--- src/rtl/cic_pkg.sv ---
// cic_pkg
// Shared types and defaults for the CIC decimation sequencer.
//   state_e        : sequencer FSM states
//   N_DEF / RW_DEF : default comb-stage count and rate/phase width
//   R_DEF_DEF      : default rate loaded at reset
//   sanitise_rate  : maps a requested rate of 0 to 1 (a rate of 0 has no meaning)
package cic_pkg;

    typedef enum logic [1:0] {
        S_IDLE  = 2'd0,
        S_RUN   = 2'd1,
        S_FLUSH = 2'd2
    } state_e;

    localparam int N_DEF     = 3;
    localparam int RW_DEF    = 16;
    localparam int R_DEF_DEF = 5;

    // Operates on a 32-bit container so it serves any RW up to 32.
    function automatic logic [31:0] sanitise_rate(input logic [31:0] rate);
        return (rate == 32'd0) ? 32'd1 : rate;
    endfunction

endpackage

--- src/rtl/cic_stage_sequencer.sv ---
// cic_stage_sequencer
// N-deep one-hot shift register that walks the comb-stage enables.
//   i_clk       : clock
//   i_rst_n     : asynchronous active-low reset
//   i_start     : one-cycle pulse; stage 0 is enabled on the following cycle
//   o_stage_en  : one-hot stage enable, bit k = comb stage k
//   o_done      : high while the last stage is enabled
module cic_stage_sequencer #(
    parameter int N = 3
) (
    input  logic         i_clk,
    input  logic         i_rst_n,
    input  logic         i_start,
    output logic [N-1:0] o_stage_en,
    output logic         o_done
);

    logic [N-1:0] shift_q;
    logic [N-1:0] shift_d;

    always_comb begin
        shift_d    = shift_q << 1;
        shift_d[0] = i_start;
    end

    always_ff @(posedge i_clk or negedge i_rst_n) begin
        if (!i_rst_n) begin
            shift_q <= '0;
        end else begin
            shift_q <= shift_d;
        end
    end

    assign o_stage_en = shift_q;
    assign o_done     = shift_q[N-1];

endmodule

--- src/rtl/cic_decim_ctrl.sv ---
// cic_decim_ctrl
// Sequencer for the CIC decimation path: counts input strobes against a
// programmable rate, fires the decimation strobe on each wrap, walks the comb
// stage enables, then holds the result on a valid/ready handshake.
//   i_clk, i_rst_n          : clock, asynchronous active-low reset
//   i_enable                : run request (low -> flush then idle)
//   i_cfg_valid/i_cfg_rate  : rate offer, accepted only while o_cfg_ready
//   o_cfg_ready             : high in IDLE
//   i_ready                 : input sample strobe
//   o_int_en                : integrator enable (i_ready while running)
//   o_dec_strobe            : one-cycle decimation strobe
//   o_comb_en               : one-hot comb-stage enable
//   o_valid / i_out_ready   : output handshake
//   o_overrun/i_overrun_clr : sticky dropped-event flag and its clear
//   o_phase                 : current phase count
//   o_busy                  : comb sequence or output handshake in flight
//
// state   | meaning
// S_IDLE  | stopped, phase 0, rate may be reconfigured
// S_RUN   | counting strobes, issuing decimation events
// S_FLUSH | no new events; waiting for in-flight sequence/handshake
module cic_decim_ctrl
    import cic_pkg::*;
#(
    parameter int N     = N_DEF,
    parameter int RW    = RW_DEF,
    parameter int R_DEF = R_DEF_DEF
) (
    input  logic          i_clk,
    input  logic          i_rst_n,
    input  logic          i_enable,
    input  logic          i_cfg_valid,
    input  logic [RW-1:0] i_cfg_rate,
    output logic          o_cfg_ready,
    input  logic          i_ready,
    output logic          o_int_en,
    output logic          o_dec_strobe,
    output logic [N-1:0]  o_comb_en,
    output logic          o_valid,
    input  logic          i_out_ready,
    output logic          o_overrun,
    input  logic          i_overrun_clr,
    output logic [RW-1:0] o_phase,
    output logic          o_busy
);

    state_e        state_q;
    logic [RW-1:0] rate_q;
    logic [RW-1:0] rate_m1_q;
    logic [RW-1:0] phase_q;
    logic [RW-1:0] phase_d;
    logic          strobe_q;
    logic          valid_q;
    logic          valid_d;
    logic          overrun_q;
    logic          overrun_d;

    logic          seq_done;
    logic [N-1:0]  comb_en;
    logic          busy;
    logic          running;
    logic          hit;
    logic          event_ok;
    logic          event_drop;
    logic          cfg_acc;
    logic [RW-1:0] rate_san;
    logic [RW-1:0] rate_new;

    cic_stage_sequencer #(
        .N (N)
    ) u_seq (
        .i_clk      (i_clk),
        .i_rst_n    (i_rst_n),
        .i_start    (strobe_q),
        .o_stage_en (comb_en),
        .o_done     (seq_done)
    );

    // Strobe, stage walk and held valid are back-to-back, so their OR covers
    // the whole interval from the strobe until the output is taken.
    assign busy       = strobe_q | (|comb_en) | valid_q;
    assign running    = (state_q == S_RUN);
    assign hit        = running & i_ready & (phase_q == rate_m1_q);
    assign event_ok   = hit & ~busy;
    assign event_drop = hit & busy;
    assign cfg_acc    = i_cfg_valid & (state_q == S_IDLE);
    assign rate_san   = RW'(sanitise_rate(32'(i_cfg_rate)));
    // A rate offered in the same cycle as the start request is the one used.
    assign rate_new   = cfg_acc ? rate_san : rate_q;

    always_comb begin
        phase_d = phase_q;
        if (running && i_ready) begin
            phase_d = hit ? '0 : phase_q + 1'b1;
        end else if (state_q == S_FLUSH && !busy) begin
            phase_d = '0;
        end
    end

    always_comb begin
        valid_d = valid_q;
        if (seq_done) begin
            valid_d = 1'b1;
        end else if (valid_q && i_out_ready) begin
            valid_d = 1'b0;
        end
    end

    // A new drop takes priority over a clear in the same cycle.
    always_comb begin
        overrun_d = overrun_q;
        if (event_drop) begin
            overrun_d = 1'b1;
        end else if (i_overrun_clr) begin
            overrun_d = 1'b0;
        end
    end

    always_ff @(posedge i_clk or negedge i_rst_n) begin
        if (!i_rst_n) begin
            state_q   <= S_IDLE;
            rate_q    <= RW'(R_DEF);
            rate_m1_q <= RW'(R_DEF - 1);
            phase_q   <= '0;
            strobe_q  <= 1'b0;
            valid_q   <= 1'b0;
            overrun_q <= 1'b0;
        end else begin
            phase_q   <= phase_d;
            strobe_q  <= event_ok;
            valid_q   <= valid_d;
            overrun_q <= overrun_d;
            case (state_q)
                S_IDLE: begin
                    if (cfg_acc) begin
                        rate_q <= rate_san;
                    end
                    if (i_enable) begin
                        state_q   <= S_RUN;
                        rate_m1_q <= rate_new - 1'b1;
                    end
                end
                S_RUN: begin
                    if (!i_enable) begin
                        state_q <= S_FLUSH;
                    end
                end
                S_FLUSH: begin
                    if (!busy) begin
                        state_q <= S_IDLE;
                    end
                end
                default: begin
                    state_q <= S_IDLE;
                end
            endcase
        end
    end

    assign o_cfg_ready  = (state_q == S_IDLE);
    assign o_int_en     = i_ready & running;
    assign o_dec_strobe = strobe_q;
    assign o_comb_en    = comb_en;
    assign o_valid      = valid_q;
    assign o_overrun    = overrun_q;
    assign o_phase      = phase_q;
    assign o_busy       = busy;

endmodule
--- config.mk ---
export PLATFORM = sky130hd
export DESIGN_NAME = cic_decim_ctrl
export DESIGN_NICKNAME = d
export VERILOG_FILES = /design/src/rtl/cic_pkg.sv /design/src/rtl/cic_stage_sequencer.sv /design/src/rtl/cic_decim_ctrl.sv
export SDC_FILE = /design/constraint.sdc
export NUM_CORES = 1
export LEC_CHECK = 0
export BUFFER_PORTS_ARGS = -buffer_cell sky130_fd_sc_hd__buf_2
export CORE_ASPECT_RATIO = 0.5
export CORE_MARGIN = 1
export CORE_UTILIZATION = 50
export CTS_CLUSTER_DIAMETER = 30
export DETAILED_ROUTE_END_ITERATION = 16
export PLACE_DENSITY = 0.71
export RECOVER_POWER = 100
export SYNTH_ARGS = -nofsm -noshare
export SYNTH_HDL_FRONTEND = slang
export SYNTH_SLANG_ARGS = --single-unit
--- constraint.sdc ---
create_clock -name i_clk -period 3.7 [get_ports i_clk]
set_clock_uncertainty 0.15 [all_clocks]
set_input_delay 0.74 -clock i_clk [delete_from_list [all_inputs] [get_ports i_clk]]
set_output_delay 0.74 -clock i_clk [all_outputs]
set_load 0.1 [all_outputs]
==> summary.md <==
| Metric | Value |
|---|---|
| Status | complete, no violations |
| Minimum clock period | roughly 3100 ps |
| Number of cells upsized or downsized after cts | 0 |
| IO Pins | 48 |
| Area of the core | ~5700 um^2 |
| Final hold slack | 252 ps |
| Final cycle utilization of the critical path | 0.835 |
| Internal Power | between 1000 and 1500 uW |
| Setup TNS | 0 ps |
| Die height | approximately 57 um |
| Post-Route WL | 7080 um |
| Postcts setup bufs | 0 |
| Clock tree buffer depth | 2 |
| Drc violations | 0 |
| Register area share after synthesis | 0.460 |
| CTS H-tree lvls | 2 |
| Met3 WL | around 370 um |
| Area contributors post-synth | dfrtp_1 (43%), xnor2_1 (5.4%), mux2_2 (5.2%), nand2_1 (3.3%), nor2_1 (2.9%) |
| Slew headroom | 0.0781 |
| CP arrival | ~2200 ps |
| Worst Setup Start Kind | flop |
| DRT iter0 DRCs | between 100 and 150 |
| VDD IR-drop max | around 0.00027 V |
| Largest area contributor in the synthesized netlist | dfrtp_1 |
| Reg clk slew, reported paths | 70 ps |
| RR Startpoint | o_phase[5] |
| CP startpoint | state_q[1] |
| Number of distinct library cells after synthesis | 52 |
| CTS Buf Count | 5 |
| Static leakage | ~0.0014 uW |
| Worst path required time | between 2000 and 3000 ps |
| CTS sink cnt | 56 |
| Seq cells post-synth | 56 |
| Rows | 19 |
| Hold WC Path Type | flop to flop |
| DR vias | 2494 |
| Max Used Layer | met4 |
| # fillers | around 520 |
| Critical path type | flop to primary output |
| # hold bufs at CTS | 0 |
| PwrDens | between 500 and 600 nW/um^2 |
| Largest net degree at the start of global routing | 39 |
| Routability congestion estimate | ~0.85 |
| P&R area growth vs syn | 13.2% |
| Pwr Total | around 1800 uW |
| CP Capture Type | primary output |
| Combinational fraction of design power | 0.244 |
| Pre-antenna DRT Iters | 4 |
| DRT antenna net count | 0 |
| Hpwl dp | between 5000 and 6000 um |
| Fmax | roughly 320 MHz |
| Seq pwr share | 0.448 |
| Number of global-route vias before repair | roughly 2400 |
| Ant diodes | 0 |
| Max-cap violations | 0 |
| Cell area after synthesis | between 3000 and 4000 um^2 |
| Clk pwr share | 0.309 |
| P_sw | around 600 uW |
| Clk root buf | clkbuf_16 |
| Post-DR wirelength/cell | ~17 um |
| Layout cell share with drive strength beyond 1 | 0.116 |
| Switching share of power | 0.336 |
| M1 WL | between 3000 and 4000 um |
| First-pass GRT wire length | ~12000 um |
| Post-synth net total | 330 |
| Vias per inst | about 5.9 |
| Synth Flop Type | dfrtp_1 |
| Worst skew pair latency | around 300 ps |
| Max-slew violations | 0 |
| Initial antenna violation count | 0 |
| Total grt overflow | 0 |
| Ys Warns | 0 |
| Final Setup Violations | 0 |
| Share of the synthesized area in the top cell type | 0.434 |
| Unrepaired setup endpoints after global routing | no |
| Met2 Routed Length | 3120 um |
| Synth Instances | between 300 and 400 |
| Worst Path Max Fanout | 24 |
| Hold Vio Cnt, Final | 0 |
| Syn avg cell area | 10.0 um^2 |
| PortBufs | 47 |
| Worst-margin pin slew | about 1400 ps |
| Die W | 113 um |
| EDFF count, synth | 0 |
| Ys async rst share | 1.00 |
| Initial core utilization | 0.538 |
| Gr usage total | 0.243 |
| Worst hold start | o_dec_strobe |
| CTS tree | yes |
| Nets@finish | 376 |
| DIE AREA | 6450 um^2 |
flip-flops by register name (all words and copies together), names as in the netlist:
signal and cells:
rate_m1_q 16, state_q 2, o_phase 16, u_seq.o_stage_en 3, o_valid 1, rate_q 16
o_dec_strobe 1, o_overrun 1
placed cells by master, fill, tap and decap left out, types with 6 or more instances in the layout:
cell type  netlist  layout
nor3_1           8       8
o311ai_0         7       7
nand3_1         10      10
inv_1           12      12
nor2_1          24      24
o21ai_0         11      11
buf_2            2      20
nor3b_1          6       6
o21a_1           7       7
nand2_1         27      27
nand4_1          9       9
clkbuf_1         8      30
dfrtp_1         53      53
xnor2_1         19      19
o211ai_1         6       6
mux2_1           0      11
per-layer routing:
layer  global-route usage  up-vias
met5                    0        -
met4               0.0686        0
met3               0.0446        6
met2                0.391       70
met1                0.342     1203
li1                     -     1215
worst paths after layout:
kind                                  endpoint  slack [ps]  cells after the start
max in group asynchronous           o_phase[7]        1510                      2
max                                   o_int_en         610                      4
min reg2reg                u_seq.o_stage_en[0]         250                      0
max reg2reg                         o_phase[7]         620                      5
min in group asynchronous           rate_q[11]         430                      1
min                        u_seq.o_stage_en[0]         250                      0
final cells by class:
type                       instances  area [um^2]  area share
multi-input combinational        223         1520       0.438
tap                               73         91.3      0.0264
sequential                        56         1410       0.406
inverter                          12         45.0      0.0130
clock buffer                       5          125      0.0362
timing repair buffer              53          233      0.0672
clock inverter                     3         46.3      0.0134
Yosys cell counts (all sizes together), types with 2 or more instances:
| master | n |
|---|---|
| nand4 | 9 |
| clkbuf | 8 |
| mux2 | 14 |
| dfstp | 3 |
| a31oi | 2 |
| nor2 | 24 |
| nor3b | 7 |
| and3 | 5 |
| xnor2 | 19 |
| and2 | 6 |
| xor2 | 3 |
| nor4 | 6 |
| dfrtp | 53 |
| nor3 | 8 |
| o22a | 2 |
| nand2 | 27 |
| o311ai | 7 |
| nand3b | 2 |
| inv | 12 |
| o22ai | 4 |
| or4 | 5 |
| nand3 | 10 |
| buf | 6 |
| o211ai | 6 |
| o31ai | 5 |
| o21ai | 12 |
| a21o | 2 |
| a22o | 3 |
| mux2i | 5 |
| ha | 2 |
| and4b | 2 |
| a221o | 3 |
| o21a | 7 |
| or3 | 5 |
kinds of logic after synthesis:
| logic type | synth area share |
|---|---|
| and+or+nand+nor | 0.221 |
| AOI/OAI and AO/OA | 0.139 |
| muxes | 0.0679 |
| buffers and inverters | 0.0418 |
| xor gates and xnor gates | 0.0630 |
| DFF | 0.460 |
| adders and majority gates | 0.00819 |
power by group through the flow:
stage                     Clock [uW]  Combinational, uW  Sequential (uW)
after floorplan                    0                256              881
after global placement             0                446              801
after detailed placement           0                456              807
after CTS                        554                458              795
after global routing             578                477              807
final                            550                433              796
worst max-delay path: stages, from the launching register on:
cell and delay (ps):
dfrtp_1 470, nand3b_1 190, buf_4 220, inv_1 150, clkbuf_1 880
through the flow:
| stage | setup WS [ps] | instances | instance area [um^2] | util |
|---|---|---|---|---|
| after floorplan | 669 | 305 | 3060 | - |
| after global placement | 598 | 417 | 3360 | 0.592 |
| after detailed placement | 467 | 417 | 3360 | 0.592 |
| after CTS | 751 | 425 | 3530 | 0.622 |
| after global routing | 474 | 425 | 3460 | 0.609 |
| final | 610 | 425 | 3460 | 0.609 |
No activity file was read; power rests on OpenSTA's default activity.
